==> config.mk <==
export PLATFORM = sky130hd
export DESIGN_NAME = pulse_gen_multi
export DESIGN_NICKNAME = d
export VERILOG_FILES = /design/src/rtl/pulse_gen_pkg.sv /design/src/rtl/pulse_gen_chan.sv /design/src/rtl/pulse_gen_multi.sv
export SDC_FILE = /design/constraint.sdc
export NUM_CORES = 1
export LEC_CHECK = 0
export BUFFER_PORTS_ARGS = -buffer_cell sky130_fd_sc_hd__buf_2
export CORE_ASPECT_RATIO = 0.7
export CORE_MARGIN = 10
export CORE_UTILIZATION = 40
export DETAILED_ROUTE_END_ITERATION = 10
export PLACE_DENSITY_LB_ADDON = 0.05
export SLEW_MARGIN = 20
export SYNTH_ARGS = -nofsm -noshare
export SYNTH_HDL_FRONTEND = slang
export SYNTH_SLANG_ARGS = --single-unit
==> constraint.sdc <==
create_clock -name clk -period 4.7 [get_ports clk]
set_clock_uncertainty 0.15 [all_clocks]
set_input_delay 0 -clock clk [delete_from_list [all_inputs] [get_ports clk]]
set_output_delay 0 -clock clk [all_outputs]
set_load 0.02 [all_outputs]
==> src/rtl/pulse_gen_pkg.sv <==
// Shared types, reset defaults and the effective-width rule for the pulse generator.
package pulse_gen_pkg;

  // Encoding chosen so busy is state[1] and pulse is state[0].
  typedef enum logic [1:0] {
    IDLE = 2'b00,
    LOW  = 2'b10,
    HIGH = 2'b11
  } state_t;

  localparam int DEF_PERIOD = 24;
  localparam int DEF_WIDTH  = 5;

  // High time actually produced: width clamped so at least one low cycle remains.
  // Zero means the channel cannot start.
  function automatic int unsigned eff_width(input int unsigned period,
                                            input int unsigned width);
    if (period <= 1 || width == 0) begin
      return 0;
    end else if (width < period) begin
      return width;
    end else begin
      return period - 1;
    end
  endfunction

endpackage

==> src/rtl/pulse_gen_chan.sv <==
// One pulse channel: config registers, active (latched) timing, IDLE/HIGH/LOW FSM.
module pulse_gen_chan #(
  parameter int CNT_W      = 8,
  parameter int DEF_PERIOD = 24,
  parameter int DEF_WIDTH  = 5
) (
  input  logic             clk,
  input  logic             rst_n,
  input  logic             cfg_wr,
  input  logic [CNT_W-1:0] cfg_period,
  input  logic [CNT_W-1:0] cfg_width,
  input  logic             cfg_oneshot,
  input  logic             en,
  input  logic             trig,
  output logic             pulse,
  output logic             busy
);
  import pulse_gen_pkg::*;

  localparam logic [CNT_W-1:0] ONE = CNT_W'(1);

  state_t           state_reg, state_next;
  logic [CNT_W-1:0] period_reg, width_reg;
  logic             oneshot_reg;
  logic [CNT_W-1:0] cnt_reg, cnt_next;
  logic [CNT_W-1:0] low_len_reg, low_len_next;
  logic             mode_os_reg, mode_os_next;
  logic [CNT_W-1:0] start_we;

  // Effective width from the programmed (not yet latched) config.
  assign start_we = CNT_W'(eff_width(32'(period_reg), 32'(width_reg)));

  // Programmed config; running timing is only taken from here on HIGH entry.
  always_ff @(posedge clk) begin
    if (!rst_n) begin
      period_reg  <= CNT_W'(DEF_PERIOD);
      width_reg   <= CNT_W'(DEF_WIDTH);
      oneshot_reg <= 1'b0;
    end else if (cfg_wr) begin
      period_reg  <= cfg_period;
      width_reg   <= cfg_width;
      oneshot_reg <= cfg_oneshot;
    end
  end

  // State, down-counter and latched timing of the current pulse.
  always_ff @(posedge clk) begin
    if (!rst_n) begin
      state_reg   <= IDLE;
      cnt_reg     <= '0;
      low_len_reg <= '0;
      mode_os_reg <= 1'b0;
    end else begin
      state_reg   <= state_next;
      cnt_reg     <= cnt_next;
      low_len_reg <= low_len_next;
      mode_os_reg <= mode_os_next;
    end
  end

  // Next state: cnt holds the remaining cycles of the current state minus one.
  always_comb begin
    state_next   = state_reg;
    cnt_next     = cnt_reg;
    low_len_next = low_len_reg;
    mode_os_next = mode_os_reg;
    case (state_reg)
      IDLE: begin
        if (en && start_we != '0 && (!oneshot_reg || trig)) begin
          state_next   = HIGH;
          cnt_next     = start_we - ONE;
          low_len_next = period_reg - start_we;
          mode_os_next = oneshot_reg;
        end
      end
      HIGH: begin
        if (!en) begin
          state_next = IDLE;
        end else if (cnt_reg != '0) begin
          cnt_next = cnt_reg - ONE;
        end else if (mode_os_reg) begin
          state_next = IDLE;
        end else begin
          state_next = LOW;
          cnt_next   = low_len_reg - ONE;
        end
      end
      LOW: begin
        if (!en) begin
          state_next = IDLE;
        end else if (cnt_reg != '0) begin
          cnt_next = cnt_reg - ONE;
        end else if (start_we != '0) begin
          state_next   = HIGH;
          cnt_next     = start_we - ONE;
          low_len_next = period_reg - start_we;
        end else begin
          state_next = IDLE;
        end
      end
      default: begin
        state_next = IDLE;
      end
    endcase
  end

  // Outputs decoded directly from the state register bits.
  always_comb begin
    pulse = (state_reg == HIGH);
    busy  = (state_reg != IDLE);
  end

endmodule

==> src/rtl/pulse_gen_multi.sv <==
// Multi-channel pulse generator: config write decode plus CHANNELS independent channels.
module pulse_gen_multi #(
  parameter int CHANNELS   = 4,
  parameter int CNT_W      = 8,
  parameter int DEF_PERIOD = pulse_gen_pkg::DEF_PERIOD,
  parameter int DEF_WIDTH  = pulse_gen_pkg::DEF_WIDTH,
  localparam int CH_W      = (CHANNELS > 1) ? $clog2(CHANNELS) : 1
) (
  input  logic                clk,
  input  logic                rst_n,
  input  logic                cfg_we,
  input  logic [CH_W-1:0]     cfg_ch,
  input  logic [CNT_W-1:0]    cfg_period,
  input  logic [CNT_W-1:0]    cfg_width,
  input  logic                cfg_oneshot,
  input  logic [CHANNELS-1:0] en,
  input  logic [CHANNELS-1:0] trig,
  output logic [CHANNELS-1:0] pulse,
  output logic [CHANNELS-1:0] busy
);
  import pulse_gen_pkg::*;

  for (genvar gi = 0; gi < CHANNELS; gi++) begin : g_ch
    logic wr;

    // Indices with no matching channel never match, so such writes are dropped.
    assign wr = cfg_we && (cfg_ch == CH_W'(gi));

    pulse_gen_chan #(
      .CNT_W      (CNT_W),
      .DEF_PERIOD (DEF_PERIOD),
      .DEF_WIDTH  (DEF_WIDTH)
    ) u_chan (
      .clk         (clk),
      .rst_n       (rst_n),
      .cfg_wr      (wr),
      .cfg_period  (cfg_period),
      .cfg_width   (cfg_width),
      .cfg_oneshot (cfg_oneshot),
      .en          (en[gi]),
      .trig        (trig[gi]),
      .pulse       (pulse[gi]),
      .busy        (busy[gi])
    );
  end

endmodule

After elaboration in Yosys (flattened, before gate mapping)

Cells that the tools add are included.

Bits in registers: 144
Latch bits: 0
RAM bits: 0
Bits in read-only memories: 0
Input bits: 30
Output and inout bits: 8
Word-level logic and storage cells: 264
Memories kept: 0

Add/subtract/negate cells: 20
$mul: 0
Divide/modulo/power cells: 0
Order comparisons: 8
Eq/ne operators: 47
Shifts and indexed selects: 0
Multiplexer cells: 92
Bitwise gates (word level): 0
Reduce and logical (&&, ||, !) cells: 69

Operator list:

| cell                                                | number |
|---|---|
| two-way mux 8 bit                                   | 52 |
| subtractor 8 x 1 -> 8 bit, second input constant    | 16 |
| one-hot mux 8 bit (3 select lines)                  | 4 |
| one-hot mux 8 bit (2 select lines)                  | 4 |
| nonzero test 8 bit                                  | 8 |
| two-way mux 2 bit                                   | 28 |
| != test 3 bit, second input constant                | 12 |
| <= comparator 8 x 1 -> 1 bit, second input constant | 4 |
| zero test 8 bit                                     | 4 |
| < comparator 8 bit                                  | 4 |
| subtractor 8 bit                                    | 4 |
| != test 2 bit, second input constant                | 12 |
| one-hot mux 2 bit (3 select lines)                  | 4 |
| AND reduction 6 bit                                 | 4 |
| == test 2 bit, second input constant                | 10 |
| AND reduction 5 bit                                 | 4 |
| != test 2 x 1 -> 1 bit, second input constant       | 8 |
| nonzero test 2 bit                                  | 8 |
| logical AND 1 bit                                   | 12 |
| != test 3 x 1 -> 1 bit, second input constant       | 4 |
| AND reduction 3 bit                                 | 4 |
| nonzero test 3 bit                                  | 4 |
| zero test 2 bit                                     | 5 |
| logical OR 1 bit                                    | 8 |
| other kinds (3)                                     | 9 |

Logic depth before layout (Yosys ltp)

Gate-level depths: netlist (run 1).

Depth in word-level cells: 8
Mapped depth: 21
Gate-level depth less buffers: 18

Cells and area by module

A second synthesis (run 1) with hierarchy kept.

Cells, all modules: 1455
Area total of the unflattened synthesis: 11892.7 um^2

By module, submodules not included:

| module                               | times used | cells each | area an instance (um^2) | seq. area each (um^2) |
|---|---|---|---|---|
| pulse_gen_chan at g_ch[0].u_chan ... | 3          | 368        | 3025.4                  | 720.7 |
| pulse_gen_chan at g_ch[3].u_chan     | 1          | 347        | 2778.9                  | 720.7 |
| pulse_gen_multi                      | 1          | 4          | 37.5                    | 0.0 |

Worst setup path after synthesis (run 1)

No wires, ideal clock.

Path kind: register to register
Start: register g_ch[3].u_chan.period_reg[1]
End: register g_ch[3].u_chan.low_len_reg[6]
Library setup time: 74 ps
Arrival time: 3704 ps
Data required time: 4476 ps
Setup slack: 772 ps
Stages on the path, launching flop included: 20
Buffers on the path: 2
Clock period less this slack: 3928 ps
Cells stage by stage: dfxtp_1 inv_1 ha_1 o211ai_1 o21ai_0 a21o_1 clkbuf_1 clkbuf_1 o211ai_1 inv_1 ha_1 inv_1 fa_1 a21o_1 a21o_1 a21o_1 a21oi_1 xnor2_1 nand3_1 o21ai_0

Word-level cells in the longest chain between the ends: 8
Elaborated cells between the ends (all ways): 18
Those cells by class: 2 x add/sub; 2 x order compare; 2 x eq/ne; 7 x mux; 5 x reduce/logical

Ends and longest elaborated chain:

| item                                                                             | RTL line                                   | RTL |
|---|---|---|
| from (decl)                                                                      | pulse_gen_chan.sv:23                       | `logic [CNT_W-1:0] period_reg, width_reg;` |
| from (signal assigned)                                                           | pulse_gen_chan.sv:36                       | `period_reg <= CNT_W'(DEF_PERIOD);` |
| from (signal assigned)                                                           | pulse_gen_chan.sv:40                       | `period_reg <= cfg_period;` |
| subtractor 8 x 1 -> 8 bit, or another cell as far along                          | pulse_gen_pkg.sv:23                        | `return period - 1;` |
| two-way mux 8 bit / logical OR 1 bit (equally long branches)                     | pulse_gen_pkg.sv:20, pulse_gen_pkg.sv:18   |  |
| two-way mux 8 bit                                                                | pulse_gen_pkg.sv:18                        | `if (period <= 1 \|\| width == 0) begin` |
| subtractor 8 bit / nonzero test 8 bit (equally long branches)                    | --                                         |  |
| two-way mux 8 bit / logical AND 1 bit (equally long branches)                    | pulse_gen_chan.sv:93, pulse_gen_chan.sv:69 |  |
| two-way mux 8 bit / logical AND 1 bit (equally long branches)                    | pulse_gen_chan.sv:91, pulse_gen_chan.sv:69 |  |
| two-way mux 8 bit / != test 2 x 1 -> 1 bit (equally long branches)               | --                                         |  |
| one-hot mux 8 bit (2 select lines) / AND reduction 5 bit (equally long branches) | --                                         |  |
| to (signal assigned)                                                             | pulse_gen_chan.sv:56                       | `low_len_reg <= low_len_next;` |
| to (decl)                                                                        | pulse_gen_chan.sv:26                       | `logic [CNT_W-1:0] low_len_reg, low_len_next;` |

Parallel ways exist; a longest one is shown, timed or not. The select of a mux whose other input is x is not followed.
A chain may end at the register's enable or synchronous reset.

Worst setup path in the final report (run 1)

Start: register g_ch[3].u_chan.period_reg[3]
End: register g_ch[3].u_chan.low_len_reg[6]

Same word-level chain as after synthesis.

==> run metrics, run 1 <==
Filler cells 2713; HPWL reported at the end of detailed placement 23800 um; final weighted congestion of routability-driven global placement 0.930; final core utilization 45.8%; share of synthesized flip-flops with an asynchronous set or reset 0%; period utilisation layout 90.8%; TritonCTS clock tree yes; Required @ worst endpoint 4.92 ns; total CTS buffers 17; overall power of the completed layout 4.33 mW; Worst Hold Depth 5; number of cells upsized or downsized after cts 0; boundary pin count 38; post-layout min period 4.27 ns; I/O Buffers 37; yosys synthesis warning count 0; maximum buffer depth of the clock tree 2; Congestion Overflow GR 0; status complete, but fails checks; floorplan core area 26800 um2; Via-to-Cell Ratio 5.50; total of hold buffers inserted after clock tree synthesis 30; Worst Path Max Fanout 19; Die H 158 um; capturing element type of the critical path flip-flop; mapped cell area 10900 um2; total track usage 18.5%; width of the die 218 um; Post-DRT Antenna Nets 0; Hold WS -0.0303 ns; worst slew slack as a fraction of its limit 43.2%; clk root buf sky130_fd_sc_hd__clkbuf_16; vias in the first global route 9346; vias post-DR 10.1k; power per cell area 353 nW/um2; area taken by flip-flops and latches 2880 um2; die outline area 34400 um2; number of violations of the max-capacitance limit 0; global-route wire length before repair 51000 um; initial DRC count 804; wire length per cell 17.5 um; actual slew at the worst max-slew pin 0.852 ns; DRC violations left 0; most instantiated flip-flop cell in the synthesis netlist sky130_fd_sc_hd__dfxtp_1; final wirelength 32300 um; std cell rows 50; Multi-input gate area 7430 um2; failing checks negative hold slack; buffers inserted during post-CTS setup optimization 0; total leakage power 4.90 nW; worst supply voltage drop on vdd 0.217 mV; clock sinks 144; placed standard-cell area 11400 um2; share of post-route cells with drive strength above 1 7.99%; number of flops mapped to enable cells by yosys 0; Final Max Slew Viols 0; count of endpoints failing setup in the final report 0; Non-Filler Instances 1841; Ant. Diodes 0; largest net degree at the start of global routing 71; unrepaired setup endpoints after global routing no; number of cells produced by synthesis 1434; cells on worst reg2reg path 17; post-layout instance area 12300 um2; clock-pin slew on the worst setup and hold paths 0.07 ns; maximum clock rate 234 MHz; syn_nets 1552; CP Launch Type flip-flop; synthesized flop and latch total 144; worst setup path category reg2reg; most common cell after layout, fill and taps aside sky130_fd_sc_hd__nand2_1; net count reported at finish 1582; total count of hold-check failures in the final report 29; total iterations of the first detailed-routing run 5; post-synth cell types 80; WP data arrival 4.49 ns; number of antenna violations at the first check in global routing 0; top library cells by usage in the layout, fill and taps aside 208 x sky130_fd_sc_hd__nand2_1, 144 x sky130_fd_sc_hd__dfxtp_1, 117 x sky130_fd_sc_hd__nor2_1; Placed Cells incl. Taps 1779; min-delay worst type in2reg; Fin Setup TNS 0 ns; clock latency on the worst-skew pair 0.45 ns; starting density of the core 40.7%; mean cell area of the mapped netlist 7.62 um2; Area growth, synth to finish 12.5%; number of levels the H-tree was split into 4; sequential-to-total area share from yosys stat 26.4%
power by group:
part	internal [mW]	switching (mW)	total, mW
logic	0.595	0.803	1.40
registers	1.33	0.149	1.48
clock network	0.861	0.597	1.46
logic make-up (layout without fill, tap and decap cells):
group,count (synthesis),count (layout),share of synthesized area (%)
compound gates,379,379,23.1
xor+xnor,114,114,9.14
fa+ha+maj,88,88,10.4
buf+inv,152,195,5.75
flops,144,144,26.4
mux,23,23,2.12
simple gates,534,534,23.1
per-stage QoR:
step | worst slack [ns] | hold slack (ns)
floorplan | 0.772 | -0.0260
global placement | 0.612 | 0.140
detailed placement | 0.499 | 0.143
CTS | 0.493 | 0.0549
global route | 0.0602 | 0.0200
finish | 0.434 | -0.0303
synth_stat cells, types with 6 or more instances:
library cell	count	area, um2
sky130_fd_sc_hd__a211oi_1	39	293
sky130_fd_sc_hd__a21o_1	19	143
sky130_fd_sc_hd__a21oi_1	107	536
sky130_fd_sc_hd__a221o_1	6	60.1
sky130_fd_sc_hd__a311oi_1	6	52.6
sky130_fd_sc_hd__a31oi_1	19	119
sky130_fd_sc_hd__and2_1	10	62.6
sky130_fd_sc_hd__and3_1	9	56.3
sky130_fd_sc_hd__buf_2	10	50.1
sky130_fd_sc_hd__buf_4	10	75.1
sky130_fd_sc_hd__clkbuf_1	48	180
sky130_fd_sc_hd__dfxtp_1	144	2880
sky130_fd_sc_hd__ha_1	84	1050
sky130_fd_sc_hd__inv_1	79	297
sky130_fd_sc_hd__mux2i_1	22	220
sky130_fd_sc_hd__nand2_1	208	781
sky130_fd_sc_hd__nand2b_1	19	119
sky130_fd_sc_hd__nand3_1	43	215
sky130_fd_sc_hd__nand3b_1	8	60.1
sky130_fd_sc_hd__nand4_1	8	50.1
sky130_fd_sc_hd__nor2_1	119	447
sky130_fd_sc_hd__nor2b_1	19	119
sky130_fd_sc_hd__nor3_1	30	150
sky130_fd_sc_hd__nor4_1	14	87.6
sky130_fd_sc_hd__nor4b_1	6	52.6
sky130_fd_sc_hd__o211ai_1	38	285
sky130_fd_sc_hd__o21ai_0	57	285
sky130_fd_sc_hd__o21ai_1	6	30.0
sky130_fd_sc_hd__o22ai_1	17	106
sky130_fd_sc_hd__o31ai_1	6	45.0
sky130_fd_sc_hd__or2_2	9	56.3
sky130_fd_sc_hd__or3_1	6	37.5
sky130_fd_sc_hd__or4_1	6	45.0
sky130_fd_sc_hd__xnor2_1	71	622
sky130_fd_sc_hd__xor2_1	43	377
layer usage:
| layer | wire length, um | GRT usage, % | up-vias |
|---|---|---|---|
| met5 | 0 | 0 | - |
| met1 | 17100 | 27.2 | 4748 |
| met2 | 13500 | 27.2 | 202 |
| met3 | 1400 | 3.43 | 21 |
| li1 | - | - | 5157 |
| met4 | 259 | 4.15 | 0 |
worst max-delay path, cell delays in order, from the launching register on:
cell and delay (ns):
sky130_fd_sc_hd__dfxtp_1 0.45, sky130_fd_sc_hd__inv_1 0.13, sky130_fd_sc_hd__ha_1 0.31, sky130_fd_sc_hd__o211ai_1 0.09, sky130_fd_sc_hd__o21ai_0 0.49, sky130_fd_sc_hd__a21o_1 0.53
sky130_fd_sc_hd__o211ai_1 0.26, sky130_fd_sc_hd__inv_1 0.11, sky130_fd_sc_hd__ha_1 0.17, sky130_fd_sc_hd__inv_1 0.06, sky130_fd_sc_hd__fa_1 0.40, sky130_fd_sc_hd__a21o_1 0.19
sky130_fd_sc_hd__a21o_1 0.19, sky130_fd_sc_hd__a21o_1 0.17, sky130_fd_sc_hd__a21oi_1 0.16, sky130_fd_sc_hd__xnor2_1 0.13, sky130_fd_sc_hd__nand3_1 0.08, sky130_fd_sc_hd__o21ai_0 0.11
path summary, 6_finish.rpt:
path	start	endpoint	slack [ns]
worst min-delay path	cfg_we	g_ch[1].u_chan.width_reg[7]$_SDFFE_PN0P_	-0.03
worst max-delay path	g_ch[3].u_chan.period_reg[3]$_SDFFE_PN1P_	g_ch[3].u_chan.low_len_reg[6]$_SDFFE_PN0P_	0.43
worst max register to register	g_ch[3].u_chan.period_reg[3]$_SDFFE_PN1P_	g_ch[3].u_chan.low_len_reg[6]$_SDFFE_PN0P_	0.43
worst min register to register	g_ch[0].u_chan.oneshot_reg$_SDFFE_PN0P_	g_ch[0].u_chan.oneshot_reg$_SDFFE_PN0P_	0.31
layout make-up:
cell class	count	area share [%]
Timing Repair Buffer	83	4.93
Inverter	80	2.45
Tap cell	364	3.71
Clock inverter	13	1.43
Clock buffer	19	3.60
Multi-Input combinational cell	1138	60.4
Sequential cell	144	23.5
Note: power is estimated with default switching activity, not from simulation.
==> run 2, diff against run 1 <==
--- a/config.mk
+++ b/config.mk
@@ -7,7 +7,7 @@
 export LEC_CHECK = 0
 export BUFFER_PORTS_ARGS = -buffer_cell sky130_fd_sc_hd__buf_2
 export CORE_ASPECT_RATIO = 0.7
-export CORE_MARGIN = 10
+export CORE_MARGIN = 3
 export CORE_UTILIZATION = 40
 export DETAILED_ROUTE_END_ITERATION = 10
 export PLACE_DENSITY_LB_ADDON = 0.05
==> run 2 against run 1 <==
Compared with the run above: the flow now finishes without violations; hold slack better by 0.26 ns; largest power group unchanged; clock-buffer cell count did not move; cell area is 0.17% lower; first-iteration DRC count is 3.6% lower; die area decreased by 15%; register-to-register slack better by 0.07 ns; global-route usage up 3.8 points; utilization grew 0.96 points; via count grew 0.47%; worst setup slack improved by 0.069 ns; largest cell class unchanged; combinational power hardly changed.
==> run metrics, run 2 (synthesis gave the netlist of run 1 again) <==
status finished, final reports clean; vias post-DR 10.2k; power per cell area 350 nW/um2; buffers inserted during post-CTS setup optimization 0; min-delay worst type in2reg; die outline area 29400 um2; top layer in use met4; maximum buffer depth of the clock tree 2; Required @ worst endpoint 4.92 ns; final wirelength 32200 um; crit path cell chain inv_1 > ha_1 > o211ai_1 > o21ai_0 > a21o_1 > o211ai_1 > inv_1 > ha_1 > inv_1 > fa_1 > a21o_1 > a21o_1 > a21o_1 > a21oi_1 > xnor2_1 > nand3_1 > o21ai_0; top library cells by usage in the layout, fill and taps aside 208 x sky130_fd_sc_hd__nand2_1, 144 x sky130_fd_sc_hd__dfxtp_1, 117 x sky130_fd_sc_hd__nor2_1; worst supply voltage drop on vdd 0.253 mV; clock latency on the worst-skew pair 0.44 ns; WP data arrival 4.42 ns; Via-to-Cell Ratio 5.55; CP Launch Type flip-flop; Post-DRT Antenna Nets 0; number of antenna violations at the first check in global routing 0; number of levels the H-tree was split into 4; Area growth, synth to finish 12.3%; total iterations of the first detailed-routing run 5; net count reported at finish 1582; vias in the first global route 9485; length of routed wiring on met1 17000 um; Final Max Slew Viols 0; Worst Path Max Fanout 19; initial DRC count 775; number of cells upsized or downsized after cts 0; total count of hold-check failures in the final report 0; I/O Buffers 37; clock-pin slew on the worst setup and hold paths 0.07 ns; Congestion Overflow GR 0; post-layout min period 4.20 ns; overall power of the completed layout 4.29 mW; TritonCTS clock tree yes; count of endpoints failing setup in the final report 0; Fin Setup TNS 0 ns; maximum clock rate 238 MHz; unrepaired setup endpoints after global routing no; delay of the slowest cell on the worst path 0.53 ns; starting density of the core 41.6%; met2 layer wire length in the routed design 13400 um; share of post-route cells with drive strength above 1 7.92%; DRC violations left 0; capturing element type of the critical path flip-flop; width of the die 204 um; final weighted congestion of routability-driven global placement 0.917; actual slew at the worst max-slew pin 0.781 ns; largest net degree at the start of global routing 66; wire length per cell 17.6 um; total CTS buffers 17; Die H 144 um; clock sinks 144; total track usage 22.3%; total leakage power 4.89 nW; std cell rows 49; critical path's slowest cell sky130_fd_sc_hd__a21o_1; cell repeated most along the worst path sky130_fd_sc_hd__a21o_1; Ant. Diodes 0; HPWL reported at the end of detailed placement 23600 um; worst setup path category reg2reg; global-route wire length before repair 52300 um; period utilisation layout 89.3%; worst slew slack as a fraction of its limit 47.3%; most common cell after layout, fill and taps aside sky130_fd_sc_hd__nand2_1; number of violations of the max-capacitance limit 0; final core utilization 46.8%; total of hold buffers inserted after clock tree synthesis 30; boundary pin count 38; floorplan core area 26200 um2; routed length on met3 1510 um; clk root buf sky130_fd_sc_hd__clkbuf_16
[run 2: worst max-delay path: cells and delay by family (launching register included)]
family	cells	cell delay, ns
buffers and inverters	3	0.28
XOR/XNOR	1	0.14
adder cells (fa/ha/maj)	3	0.86
AND/OR/NAND/NOR	1	0.08
AO/OA/AOI/OAI	9	2.15
flip-flops	1	0.44
[run 2: area by class of cell]
cell class / count / area (um2)
inverter: 80 / 302
multi-input combinational: 1138 / 7430
clock inverter: 13 / 154
timing repair buffer: 83 / 608
fill: 2674 / 14000
clock buffer: 19 / 443
sequential: 144 / 2880
tap: 357 / 447
[run 2: path summary, 6_finish.rpt]
check,endpoint,cells after the start,slack (ns),startpoint
worst max-delay path,g_ch[3].u_chan.low_len_reg[6]$_SDFFE_PN0P_,17,0.50,g_ch[3].u_chan.period_reg[1]$_SDFFE_PN0P_
worst min-delay path,g_ch[0].u_chan.state_reg[0]$_SDFFE_PN0P_,4,0.23,en[0]
worst max register to register,g_ch[3].u_chan.low_len_reg[6]$_SDFFE_PN0P_,17,0.50,g_ch[3].u_chan.period_reg[1]$_SDFFE_PN0P_
worst min register to register,g_ch[0].u_chan.oneshot_reg$_SDFFE_PN0P_,2,0.31,g_ch[0].u_chan.oneshot_reg$_SDFFE_PN0P_
[run 2: through the flow]
step / worst slack, ns / cell area [um2] / instances / hold slack, ns
after global placement: 0.596 / 11300 / 1771 / 0.136
after CTS: 0.523 / 12200 / 1833 / 0.0286
after global routing: 0.116 / 12300 / 1834 / 0.244
after floorplan: 0.772 / 10900 / 1434 / -0.0260
after detailed placement: 0.550 / 11300 / 1771 / 0.140
final: 0.503 / 12300 / 1834 / 0.228
[run 2: routing by layer]
| layer | global-route usage [%] | vias up |
|---|---|---|
| met2 | 33.5 | 254 |
| met5 | 0 | - |
| met3 | 4.36 | 34 |
| met1 | 33.7 | 4725 |
| li1 | - | 5163 |
| met4 | 3.51 | 0 |
[run 2: report_power, final]
| group | internal [mW] | switching [mW] | total (mW) |
|---|---|---|---|
| combinational | 0.596 | 0.810 | 1.41 |
| sequential | 1.33 | 0.146 | 1.47 |
| clock | 0.806 | 0.608 | 1.41 |
| total | 2.73 | 1.56 | 4.29 |
==> run 3, diff against run 2 <==
--- a/config.mk
+++ b/config.mk
@@ -8,7 +8,8 @@
 export BUFFER_PORTS_ARGS = -buffer_cell sky130_fd_sc_hd__buf_2
 export CORE_ASPECT_RATIO = 0.7
 export CORE_MARGIN = 3
-export CORE_UTILIZATION = 40
+export CORE_UTILIZATION = 30
+export CTS_BUF_LIST = sky130_fd_sc_hd__clkbuf_4 sky130_fd_sc_hd__clkbuf_8
 export DETAILED_ROUTE_END_ITERATION = 10
 export PLACE_DENSITY_LB_ADDON = 0.05
 export SLEW_MARGIN = 20
==> run 3 against run 2 <==
Compared with the run above: flip-flop and latch count stayed put; routed wire length up 11%; die area is 32% higher; non-clock buffer count increased by 11; combinational power barely moved.
==> run metrics, run 3 (synthesis gave the netlist of run 1 again) <==
std cell rows 57; Worst setup endpoint g_ch[0].u_chan.low_len_reg[7]$_SDFFE_PN0P_; cells on worst reg2reg path 16; count of endpoints failing setup in the final report 0; global-route wire length before repair 56300 um; number of antenna violations at the first check in global routing 1; worst supply voltage drop on vdd 0.167 mV; CP Launch Type flip-flop; total count of hold-check failures in the final report 0; Reg2Reg Capture Point g_ch[0].u_chan.low_len_reg[7]$_SDFFE_PN0P_; maximum clock rate 238 MHz; maximum buffer depth of the clock tree 2; floorplan core area 35300 um2; crit path cell chain inv_1 > ha_1 > a211oi_1 > o21ai_1 > a21o_1 > a211oi_1 > inv_1 > ha_1 > nor2b_1 > o21ai_0 > nand2b_1 > a21o_1 > a21o_1 > a31oi_1 > xnor2_1 > a21oi_1; Final Max Slew Viols 0; total iterations of the first detailed-routing run 5; WP data arrival 4.43 ns; actual slew at the worst max-slew pin 0.972 ns; number of levels the H-tree was split into 4; total leakage power 4.88 nW; Post-DRT Antenna Nets 0; total CTS buffers 17; share of post-route cells with drive strength above 1 8.27%; starting density of the core 31.0%; final weighted congestion of routability-driven global placement 0.862; HPWL reported at the end of detailed placement 26800 um; net count reported at finish 1593; most common cell after layout, fill and taps aside sky130_fd_sc_hd__nand2_1; number of cells upsized or downsized after cts 0; Ant. Diodes 0; TritonCTS clock tree yes; Worst Path Max Fanout 11; Area growth, synth to finish 12.8%; status finished, final reports clean; clock-pin slew on the worst setup and hold paths 0.10 ns; unrepaired setup endpoints after global routing no; total track usage 18.5%; DRC violations left 0; clk root buf sky130_fd_sc_hd__clkbuf_8; capturing element type of the critical path flip-flop; setup slack, reg-to-reg 0.50 ns; die outline area 38800 um2; min-delay worst type in2reg; largest net degree at the start of global routing 77; Fin Setup TNS 0 ns; period utilisation layout 89.3%; top library cells by usage in the layout, fill and taps aside 208 x sky130_fd_sc_hd__nand2_1, 144 x sky130_fd_sc_hd__dfxtp_1, 119 x sky130_fd_sc_hd__nor2_1; final wirelength 35900 um; post-layout min period 4.20 ns; buffers inserted during post-CTS setup optimization 0; Hold WS 0.181 ns; wire length per cell 18.3 um; Congestion Overflow GR 0; Critical Path Stages 16; worst path bufs/invs 2; cell repeated most along the worst path sky130_fd_sc_hd__a21o_1; number of violations of the max-capacitance limit 0; source of the critical timing path g_ch[0].u_chan.period_reg[2]$_SDFFE_PN0P_; initial DRC count 698; power per cell area 327 nW/um2; clock sinks 144; vias post-DR 10.2k; I/O Buffers 37; Die H 166 um; launch instance of the worst register-to-register path g_ch[0].u_chan.period_reg[2]$_SDFFE_PN0P_; delay of the slowest cell on the worst path 0.64 ns; width of the die 234 um; clock latency on the worst-skew pair 0.49 ns; Largest delay share family, worst path compound AO/OA/AOI/OAI gates; Via-to-Cell Ratio 5.20; vias in the first global route 9465; critical path's slowest cell sky130_fd_sc_hd__a211oi_1; worst slew slack as a fraction of its limit 35.2%; boundary pin count 38; Required @ worst endpoint 4.93 ns; total of hold buffers inserted after clock tree synthesis 35; worst setup path category reg2reg
## run 3: changes by cell type in the layout (fill, tap and decap cells not counted), moves of 2 or more
cell | previous run | this run
sky130_fd_sc_hd__nor2_1 | 117 | 119
sky130_fd_sc_hd__clkinv_4 | 3 | 0
sky130_fd_sc_hd__clkbuf_8 | 1 | 20
sky130_fd_sc_hd__buf_4 | 15 | 22
sky130_fd_sc_hd__clkbuf_16 | 17 | 0
sky130_fd_sc_hd__dlygate4sd3_1 | 31 | 35
sky130_fd_sc_hd__nor2_2 | 2 | 0
sky130_fd_sc_hd__clkinv_2 | 1 | 3
## run 3: layout make-up
| cell class | instances | area, um2 |
|---|---|---|
| multi-input cells | 1138 | 7420 |
| repair buffers | 94 | 701 |
| clock inverters | 12 | 154 |
| clock buffers | 20 | 275 |
| fillers | 3811 | 23000 |
| flip-flops and latches | 144 | 2880 |
| inverters | 80 | 303 |
| well taps | 472 | 591 |
## run 3: report_power, final
part	internal [mW]	total, mW	switching (mW)	leakage [nW]
Sequential	1.33	1.48	0.152	1.18
Combinational	0.600	1.43	0.833	3.49
Clock	0.569	1.13	0.556	0.212
Total	2.50	4.04	1.54	4.88
## run 3: how the worst min path moves through the flow
stage / startpoint / to / cells past startpoint / slack [ns]
after CTS: en[3] / g_ch[3].u_chan.state_reg[0]$_SDFFE_PN0P_ / 4 / 0.12
after detailed placement: trig[2] / g_ch[2].u_chan.mode_os_reg$_SDFFE_PN0P_ / 3 / 0.15
after global routing: en[3] / g_ch[3].u_chan.state_reg[0]$_SDFFE_PN0P_ / 4 / 0.19
after global placement: en[3] / g_ch[3].u_chan.state_reg[0]$_SDFFE_PN0P_ / 3 / 0.15
after floorplan: cfg_width[0] / g_ch[0].u_chan.width_reg[0]$_SDFFE_PN1P_ / 2 / -0.03
final: en[3] / g_ch[3].u_chan.state_reg[0]$_SDFFE_PN0P_ / 4 / 0.18
## run 3: through the flow
stage | utilization, % | power (mW) | std cells | setup WS (ns) | cell area (um2)
final | 34.9 | 4.04 | 1960 | 0.501 | 12300
after global routing | 34.9 | 4.32 | 1960 | 0.0455 | 12300
after CTS | 34.9 | 4.08 | 1960 | 0.499 | 12300
after detailed placement | 32.7 | 2.90 | 1893 | 0.531 | 11500
after global placement | 32.7 | 2.91 | 1893 | 0.572 | 11500
after floorplan | - | 2.54 | 1434 | 0.772 | 10900
## run 3: routing by layer
layer | global-route usage [%] | vias to the layer above | wire length (um)
met4 | 3.40 | 0 | 267
met5 | 0 | - | 0
met2 | 23.5 | 208 | 13500
met1 | 31.3 | 4781 | 20600
li1 | - | 5189 | -
met3 | 3.04 | 19 | 1580
## run 3: tightest hold or removal path, stage by stage
cell and delay (ns):
sky130_fd_sc_hd__dlygate4sd3_1 0.52, sky130_fd_sc_hd__buf_2 0.13, sky130_fd_sc_hd__a31oi_1 0.08, sky130_fd_sc_hd__nor2_1 0.08
